===== config.mk =====
export PLATFORM = sky130hd
export DESIGN_NAME = change_dispenser
export DESIGN_NICKNAME = d
export VERILOG_FILES = /design/src/rtl/vend_pkg.sv /design/src/rtl/change_dispenser_hs_timeout.sv /design/src/rtl/change_dispenser.sv
export SDC_FILE = /design/constraint.sdc
export NUM_CORES = 1
export LEC_CHECK = 0
export ABC_AREA = 0
export CAP_MARGIN = 30
export CORE_UTILIZATION = 48
export CTS_BUF_LIST = sky130_fd_sc_hd__clkbuf_4 sky130_fd_sc_hd__clkbuf_8
export DETAILED_ROUTE_END_ITERATION = 7
export DONT_BUFFER_PORTS = 1
export PLACE_DENSITY = 0.64
export SYNTH_ARGS = -nofsm -noshare
export SYNTH_HDL_FRONTEND = slang
export SYNTH_HIERARCHICAL = 1
export SYNTH_SLANG_ARGS = --single-unit
export TNS_END_PERCENT = 10

===== constraint.sdc =====
create_clock -name clk -period 7.6 [get_ports clk]
set_clock_uncertainty 0.15 [all_clocks]
set_input_delay 1.9 -clock clk [delete_from_list [all_inputs] [get_ports clk]]
set_output_delay 1.9 -clock clk [all_outputs]
set_load 0.01 [all_outputs]

===== src/rtl/vend_pkg.sv =====
// Shared vending definitions: cents width, coin values and the
// change dispenser state encoding.
package vend_pkg;

  localparam int AMT_W = 12;

  localparam logic [AMT_W-1:0] COIN_DOLLAR  = 12'd100;
  localparam logic [AMT_W-1:0] COIN_QUARTER = 12'd25;

  typedef enum logic [2:0] {
    ST_IDLE,
    ST_CHECK,
    ST_D_REQ,
    ST_D_REL,
    ST_Q_REQ,
    ST_Q_REL,
    ST_FIN,
    ST_FAULT
  } disp_state_t;

endpackage


===== src/rtl/change_dispenser_hs_timeout.sv =====
// Handshake watchdog: down-counter reloaded on clr, decremented while en,
// terminal flag when LIMIT enabled cycles have elapsed since the last clear.
module hs_timeout #(
  parameter int LIMIT = 1000000
) (
  input  logic clk,
  input  logic rst_n,
  input  logic clr,
  input  logic en,
  output logic tc
);

  localparam int W = (LIMIT > 1) ? $clog2(LIMIT + 1) : 1;
  localparam logic [W-1:0] LOAD = W'(LIMIT - 1);

  logic [W-1:0] cnt;

  // Reload on clear, otherwise count down while enabled and park at zero.
  always_ff @(posedge clk or negedge rst_n) begin
    if (!rst_n) begin
      cnt <= LOAD;
    end else if (clr) begin
      cnt <= LOAD;
    end else if (en && (cnt != '0)) begin
      cnt <= cnt - 1'b1;
    end
  end

  assign tc = en && (cnt == '0);

endmodule


===== src/rtl/change_dispenser.sv =====
// Coin-return sequencer: pays out change greedily (dollars, then quarters)
// over 4-phase req/ack hopper handshakes, tracks inventory, flags jams.
//
// state    | meaning
// ---------+-------------------------------------------------------
// IDLE     | waiting for start; accepts inventory loads
// CHECK    | pick next coin (dollar, quarter) or finish
// D_REQ    | dollar_req high, waiting for dollar_ack
// D_REL    | waiting for dollar_ack to drop
// Q_REQ    | qtr_req high, waiting for qtr_ack
// Q_REL    | waiting for qtr_ack to drop
// FIN      | one-cycle done pulse
// FAULT    | handshake timed out; wait for clear_fault
module change_dispenser
  import vend_pkg::*;
#(
  parameter int TIMEOUT = 1000000,
  parameter int CNT_W   = 8
) (
  input  logic             clk,
  input  logic             rst_n,
  input  logic             start,
  input  logic [AMT_W-1:0] change_amt,
  input  logic             load_en,
  input  logic [3:0]       load_dollars,
  input  logic [3:0]       load_qtrs,
  input  logic             clear_fault,
  output logic             dollar_req,
  input  logic             dollar_ack,
  output logic             qtr_req,
  input  logic             qtr_ack,
  output logic             busy,
  output logic             done,
  output logic             short,
  output logic             jam,
  output logic [AMT_W-1:0] remain,
  output logic             dollar_empty,
  output logic             qtr_empty
);

  disp_state_t state, state_next;

  logic [CNT_W-1:0] dollar_cnt, qtr_cnt;
  logic [CNT_W:0]   dollar_sum, qtr_sum;
  logic [CNT_W-1:0] dollar_sat, qtr_sat;

  logic tmr_clr, tmr_en, tmr_tc;

  hs_timeout #(.LIMIT(TIMEOUT)) u_tmr (
    .clk   (clk),
    .rst_n (rst_n),
    .clr   (tmr_clr),
    .en    (tmr_en),
    .tc    (tmr_tc)
  );

  // The timer runs only while a handshake phase is open and restarts on
  // every state change, so each REQ and REL phase gets its own budget.
  assign tmr_en  = (state == ST_D_REQ) || (state == ST_D_REL) ||
                   (state == ST_Q_REQ) || (state == ST_Q_REL);
  assign tmr_clr = (state_next != state);

  // State register.
  always_ff @(posedge clk or negedge rst_n) begin
    if (!rst_n) begin
      state <= ST_IDLE;
    end else begin
      state <= state_next;
    end
  end

  // Next-state logic; an ack arriving on the timeout cycle still counts.
  always_comb begin
    state_next = state;
    case (state)
      ST_IDLE:  if (start) state_next = ST_CHECK;
      ST_CHECK: begin
        if ((remain >= COIN_DOLLAR) && (dollar_cnt != '0))
          state_next = ST_D_REQ;
        else if ((remain >= COIN_QUARTER) && (qtr_cnt != '0))
          state_next = ST_Q_REQ;
        else
          state_next = ST_FIN;
      end
      ST_D_REQ: begin
        if (dollar_ack)  state_next = ST_D_REL;
        else if (tmr_tc) state_next = ST_FAULT;
      end
      ST_D_REL: begin
        if (!dollar_ack) state_next = ST_CHECK;
        else if (tmr_tc) state_next = ST_FAULT;
      end
      ST_Q_REQ: begin
        if (qtr_ack)     state_next = ST_Q_REL;
        else if (tmr_tc) state_next = ST_FAULT;
      end
      ST_Q_REL: begin
        if (!qtr_ack)    state_next = ST_CHECK;
        else if (tmr_tc) state_next = ST_FAULT;
      end
      ST_FIN:   state_next = ST_IDLE;
      ST_FAULT: if (clear_fault) state_next = ST_FIN;
      default:  state_next = ST_IDLE;
    endcase
  end

  // Saturating inventory load values.
  always_comb begin
    dollar_sum = (CNT_W+1)'(dollar_cnt) + (CNT_W+1)'(load_dollars);
    qtr_sum    = (CNT_W+1)'(qtr_cnt) + (CNT_W+1)'(load_qtrs);
    dollar_sat = dollar_sum[CNT_W] ? '1 : dollar_sum[CNT_W-1:0];
    qtr_sat    = qtr_sum[CNT_W] ? '1 : qtr_sum[CNT_W-1:0];
  end

  // Amount, inventory and short bookkeeping. short is updated on entry to
  // FIN so it is already valid alongside the done pulse.
  always_ff @(posedge clk or negedge rst_n) begin
    if (!rst_n) begin
      remain     <= '0;
      short      <= 1'b0;
      dollar_cnt <= '0;
      qtr_cnt    <= '0;
    end else begin
      case (state)
        ST_IDLE: begin
          if (start) begin
            remain <= change_amt;
            short  <= 1'b0;
          end else if (load_en) begin
            dollar_cnt <= dollar_sat;
            qtr_cnt    <= qtr_sat;
          end
        end
        ST_D_REQ: begin
          if (dollar_ack) begin
            dollar_cnt <= dollar_cnt - 1'b1;
            remain     <= remain - COIN_DOLLAR;
          end
        end
        ST_Q_REQ: begin
          if (qtr_ack) begin
            qtr_cnt <= qtr_cnt - 1'b1;
            remain  <= remain - COIN_QUARTER;
          end
        end
        default: ;
      endcase
      if ((state != ST_FIN) && (state_next == ST_FIN)) begin
        short <= (remain != '0);
      end
    end
  end

  assign dollar_req   = (state == ST_D_REQ);
  assign qtr_req      = (state == ST_Q_REQ);
  assign busy         = (state != ST_IDLE);
  assign done         = (state == ST_FIN);
  assign jam          = (state == ST_FAULT);
  assign dollar_empty = (dollar_cnt == '0);
  assign qtr_empty    = (qtr_cnt == '0);

endmodule

## Word level (Yosys, flattened, before mapping)

Index checks and enable logic that the tools add are counted.

| operators by class | value |
|---|---|
| magnitude comparators | 2 |
| equal/unequal tests | 15 |
| reduce and logical (&&, ||, !) cells | 27 |
| add/subtract/negate cells | 7 |
| mux-type cells | 29 |

Operators by type and width:

| cell | count |
|---|---|
| 8-bit 2-to-1 mux | 8 |
| 20-bit 2-to-1 mux | 2 |
| 12-bit 2-to-1 mux | 3 |
| 12-bit case mux with 3 select lines | 1 |
| 8-bit case mux with 2 select lines | 2 |
| 3-bit 2-to-1 mux | 8 |
| 3-bit case mux with 8 select lines | 1 |
| 20-bit zero test | 1 |
| 20-bit nonzero test | 1 |
| 20-bit by 1-bit subtractor with 20-bit output (second input constant) | 1 |
| 8-bit by 4-bit adder with 9-bit output | 2 |
| 8-bit zero test | 2 |
| 8-bit nonzero test | 2 |
| 8-bit by 1-bit subtractor with 8-bit output (second input constant) | 2 |
| 3-bit == test (second input constant) | 5 |
| 12-bit by 5-bit greater-or-equal comparator with 1-bit output (second input constant) | 1 |
| 12-bit by 7-bit greater-or-equal comparator with 1-bit output (second input constant) | 1 |
| 4-bit AND reduction | 3 |
| 12-bit nonzero test | 1 |
| 12-bit by 5-bit subtractor with 12-bit output (second input constant) | 1 |
| 12-bit by 7-bit subtractor with 12-bit output (second input constant) | 1 |
| 2-bit nonzero test | 5 |
| 3-bit by 2-bit == test with 1-bit output (second input constant) | 2 |
| 2-bit != test (second input constant) | 3 |
| other kinds (11) | 21 |

| storage, ports and cells | value |
|---|---|
| bits in registers | 52 |
| word-level logic and storage cells | 86 |
| output and inout bits | 20 |
| bits of input ports | 27 |

## Longest topological paths before layout

| depth | value |
|---|---|
| depth after elaboration | 12 |
| depth in mapped cells | 16 |
| depth with buffers taken out | 14 |

## Hierarchy

Netlist, hierarchy kept.

By module, submodules not included:

| module | times used | area each (sq um) | cells each | seq. area each (sq um) |
|---|---|---|---|---|
| change_dispenser | 1 | 2839.0 | 354 | 800.8 |
| hs_timeout | 1 | 1327.5 | 145 | 515.5 |

## Worst setup path before layout

Ideal clock, no wire load.

| timing | value |
|---|---|
| path kind | input to register |
| from | input port qtr_ack |
| to | register u_tmr.cnt[0] |
| path buffers | 1 |
| data required time | 7.361 ns |
| library setup time | 0.089 ns |
| cell stages on the path | 10 |
| path slack | 3.707 ns |
| arrival | 3.654 ns |
| cell sequence | nor2_1 a311oi_1 o22ai_1 or2_1 o211ai_1 clkbuf_1 clkinv_1 nand3_1 mux2i_1 a211oi_1 |

| between the ends | value |
|---|---|
| cells in the longest elaborated chain, start to end | 4 |
| elaborated cells between the ends (all ways) | 6 |

RTL lines:

| element | RTL line | text |
|---|---|---|
| from (decl) | change_dispenser.sv:31 | `input logic qtr_ack,` |
| 3-bit 2-to-1 mux, on equally long branches | change_dispenser.sv:98, change_dispenser.sv:94 |  |
| 3-bit case mux with 8 select lines (*) | change_dispenser.sv:75 | `case (state)` |
| named net state_next[1] | change_dispenser.sv:41 | `disp_state_t state, state_next;` |
| 3-bit != test (*) | change_dispenser.sv:61 | `assign tmr_clr = (state_next != state);` |
| named net tmr_clr | change_dispenser.sv:47 | `logic tmr_clr, tmr_en, tmr_tc;` |
| 20-bit 2-to-1 mux or 2-bit nonzero test (tied branches) | -- |  |
| to (signal assigned) | change_dispenser_hs_timeout.sv:25 | `cnt <= cnt - 1'b1;` |
| to (decl) | change_dispenser_hs_timeout.sv:16 | `logic [W-1:0] cnt;` |

Mark *: on every way through the listed nets, which the timed path passes. The rest lies on a longest branch.
A chain may end at the register's enable or synchronous reset.

## Final worst setup path

| timing | value |
|---|---|
| from | register qtr_cnt[1] |
| to | output port qtr_empty |

| between the ends | value |
|---|---|
| cells in the longest elaborated chain, start to end | 1 |

RTL lines:

| element | RTL line | text |
|---|---|---|
| from (decl) | change_dispenser.sv:43 | `logic [CNT_W-1:0] dollar_cnt, qtr_cnt;` |
| from (signal assigned) | change_dispenser.sv:131 | `qtr_cnt <= qtr_sat;` |
| from (signal assigned) | change_dispenser.sv:142 | `qtr_cnt <= qtr_cnt - 1'b1;` |
| 8-bit zero test | change_dispenser.sv:160 | `assign qtr_empty = (qtr_cnt == '0);` |
| to (decl) | change_dispenser.sv:38 | `output logic qtr_empty` |

Every way passes these cells.

==> results.md <==
Outcome:
- The run finished with clean final reports.

Logic synthesis:
- The cell accounting for the most synthesized area is dfrtp_1.
- Of the synthesized area, sequential elements account for 0.3159.
- Yosys attributes the largest share of cell area to dfrtp_1 (24%), dfstp_2 (7.6%), ha_1 (6.0%), nor2_1 (4.0%), o21ai_0 (3.5%).
- The synthesized netlist contains just over 80 unique library cells.
- Yosys printed 6 warnings.
- The commonest cells after synthesis are nor2_1 (44), dfrtp_1 (40), nand2_1 (35).
- The area share of the leading cell type in the synthesized netlist is 0.2402.
- Synthesis produced a netlist with a net count of about 550.
- After synthesis the netlist holds a flip-flop and latch count of 52.
- Counting every instance in the synthesized netlist gives ~500.
- The most numerous cell in the Yosys netlist is nor2_1.
- Of all flip-flops after synthesis, the portion carrying an async set or reset was 1.000.
- The mean cell area of the mapped netlist is around 8.3 um^2.
- The number of flops mapped to enable cells by yosys is 0.
- In the synthesized netlist the dominant register cell turns out to be dfrtp_1.
- The mapped netlist covers ~4200 um^2.

Placement:
- The number of port buffers is 0.
- Counting tap cells, the placed design contains a total of roughly 580 instances.
- At the end of routability-driven placement, the weighted congestion stood at just under 0.9.
- Once placement finished, the instance area stood at 4169 um^2.
- Once detailed placement completed, the half-perimeter wirelength came to ~7 mm.

STA:
- Setup violations remaining at the end of the flow were counted as 0.
- The final hold violation count is 0.
- Setup repair after global routing left no endpoint under its margin.
- Setup total negative slack on the finished layout was measured at 0 ps.
- The max-slew headroom at the worst pin is 0.4794.
- The transition time of the tightest slew-check pin is 778.0 ps.
- Dividing the final minimum period by the clock period gives 0.5631.
- The final critical-path required period is 4280 ps.
- Derived from the worst setup path, the maximum achievable clock frequency is roughly 0.23 GHz.
- The final count of pins violating max slew is 0.

Clock network:
- The maximum buffer depth of the clock tree is 2.
- The hold buffer count at cts is 0.
- In this run the post-CTS setup repair buffer count came out at 0.
- The number of resized instances in the post-cts repair step is 0.
- Clock latency on the worst-skew pair, taken at its later pin, is approximately 320 ps.
- The number of clock buffers added by TritonCTS is 5.
- After clock tree synthesis, the clock-pin slew on the worst setup and hold paths is between 100 and 150 ps.
- The H-tree was split into 2 levels.
- The clock tree root driver cell is clkbuf_8.
- The clock net in this run drives a total of 52 sinks.
- The CTS tree is done.

Route:
- The first detailed-routing pass took 4 iterations.
- The sum of routed wire length over all layers is approximately 10 mm.
- The detail-routed via count per cell is approximately 6.4.
- The via count is between 3000 and 4000.
- The count of routing violations after the opening detailed-route iteration is approximately 130.
- The count of nets left with antenna violations once routing finished came out at 0.
- The average detailed-routed wire length per instance is 17.27 um.
- The remaining design rule violation count is 0.

Critical path:
- STA classifies the critical path endpoint as an output port.
- The worst setup path is launched from a flip-flop.
- The worst setup slack for register-to-register paths is between 3000 and 4000 ps.
- Data arrives at the worst endpoint at 2230 ps.
- The top fanout value on the critical path is 3.
- The critical path in this run is classified as reg2out.
- For the worst setup path, the data required time is ~5600 ps.

Die:
- From bottom edge to top edge, the die measures ~95 um.
- The floorplan has 33 rows.
- During I/O placement, the number of pins put on the boundary was 47.
- The die width is around 95 um.
- The floorplan step defined a die boundary enclosing 9056 um^2.
- In this run the standard cell core region covers 8299 um^2.
- For this configuration, the core starts out at a cell density of 0.5020.

Global routing:
- The overall fraction of global-route tracks in use is 0.2407.
- The number of antenna violations at the first check in global routing is 0.
- Entering global routing, the biggest net connects 53 pins.
- The total grt overflow is 0.
- The number of global-route vias before repair is 3724.
- The first global-routing pass estimated between 15 and 20 mm of wire.

Cells and area:
- At the end of the flow, the number of nets in the layout was between 500 and 600.
- The finished layout holds between 500 and 600 standard cells, fillers aside.
- The fraction of final layout cells with drive strength greater than 1 is 0.08368.
- The post-route standard cell area excluding fillers is ~4300 um^2.
- The signed area change from the synthesized netlist to the final layout is 2.973%.
- The count of inserted antenna diode cells is 0.
- The filler cell count is between 700 and 800.

Pwr:
- For this design the static power due to leakage is approximately 0.0017 uW.
- The total power draw is 1511 uW.
- The power per unit of standard cell area is ~350 nW/um^2.
- VDD sags by at most 0.0001687 V.

Worst hold path:
- The min-delay analysis places its worst path in the category reg2reg.

Job:
- The max-capacitance violation count is 0.
-- routing by layer --
| layer | vias to the layer above | global-route usage | wire length, um |
|---|---|---|---|
| met5 | - | 0 | 0 |
| met1 | 1825 | 0.3200 | 4575 |
| met2 | 87 | 0.4036 | 4861 |
| li1 | 1837 | - | - |
| met4 | 0 | 0.05934 | 94 |
| met3 | 11 | 0.04226 | 538 |
-- critical path, cell delays in order (launching register included) --
cell and delay, ps:
dfrtp_1 410, inv_1 120, ha_1 200, nor3b_1 250, nor3b_1 310, nor3b_1 610
-- kinds of logic after synthesis --
kind of cell             count (synthesis)  synth area share
AO/OA/AOI/OAI                          163            0.2673
XOR/XNOR                                 4          0.008410
adder cells (fa/ha/maj)                 22           0.06967
buffers and inverters                   56           0.05735
flip-flops                              52            0.3159
multiplexers                             9           0.02192
AND/OR/NAND/NOR                        193            0.2595
-- area by class of cell --
type,instances,area (um^2),area share
clock buffers,6,82.58,0.01925
repair buffers,1,7.507,0.001750
flip-flops and latches,52,1316,0.3068
well taps,105,131.4,0.03062
multi-input cells,391,2611,0.6086
clock inverters,2,38.79,0.009041
inverters,26,102.6,0.02391
-- final timing paths --
path / from / end / cells after the start
worst max-delay path: qtr_cnt[1]$_DFFE_PN0P_ / qtr_empty / 5
worst min-delay path: u_tmr/cnt[19]$_DFFE_PN1P_ / u_tmr/cnt[19]$_DFFE_PN1P_ / 2
worst max register to register: u_tmr/cnt[0]$_DFFE_PN1P_ / u_tmr/cnt[0]$_DFFE_PN1P_ / 15
worst min register to register: u_tmr/cnt[19]$_DFFE_PN1P_ / u_tmr/cnt[19]$_DFFE_PN1P_ / 2
max in group asynchronous: rst_n / u_tmr/cnt[19]$_DFFE_PN1P_ / 0
min in group asynchronous: rst_n / qtr_cnt[2]$_DFFE_PN0P_ / 0
-- per-stage QoR --
stage | util | hold slack (ps) | setup slack [ps]
finish | 0.5170 | 386.0 | 3320
global route | 0.5170 | 408.7 | 2987
CTS | 0.5170 | 389.4 | 3327
detailed placement | 0.5023 | 373.5 | 3363
global placement | 0.5023 | 377.3 | 3479
floorplan | - | 338.7 | 3707
-- sequential cells by signal, summed over array words and instances, names as in the netlist --
name        cells
state           3
short           1
dollar_cnt      8
qtr_cnt         8
u_tmr/cnt      20
remain         12
-- cell usage in the layout, fill, tap and decap left out, drive strengths merged, types with 4 or more instances in the layout --
cell / instances
a211oi: 5
a21o: 6
a21oi: 29
a221o: 4
a31oi: 10
and2: 4
and3: 6
clkbuf: 6
dfrtp: 40
dfstp: 12
ha: 20
inv: 25
mux2i: 8
nand2: 36
nand2b: 7
nand3: 13
nand4: 4
nor2: 44
nor2b: 11
nor3: 14
nor3b: 6
nor4: 17
o211ai: 4
o21a: 9
o21ai: 40
o22a: 6
o22ai: 4
o31ai: 5
o41ai: 7
or3: 9
or4: 8
-- power breakdown --
group / switching [uW] / internal, uW / leakage, uW
clock network: 100 / 108 / 0.0000614
logic: 445 / 305 / 0.00101
registers: 187 / 366 / 0.000623
(Power assumes the default switching activity.)
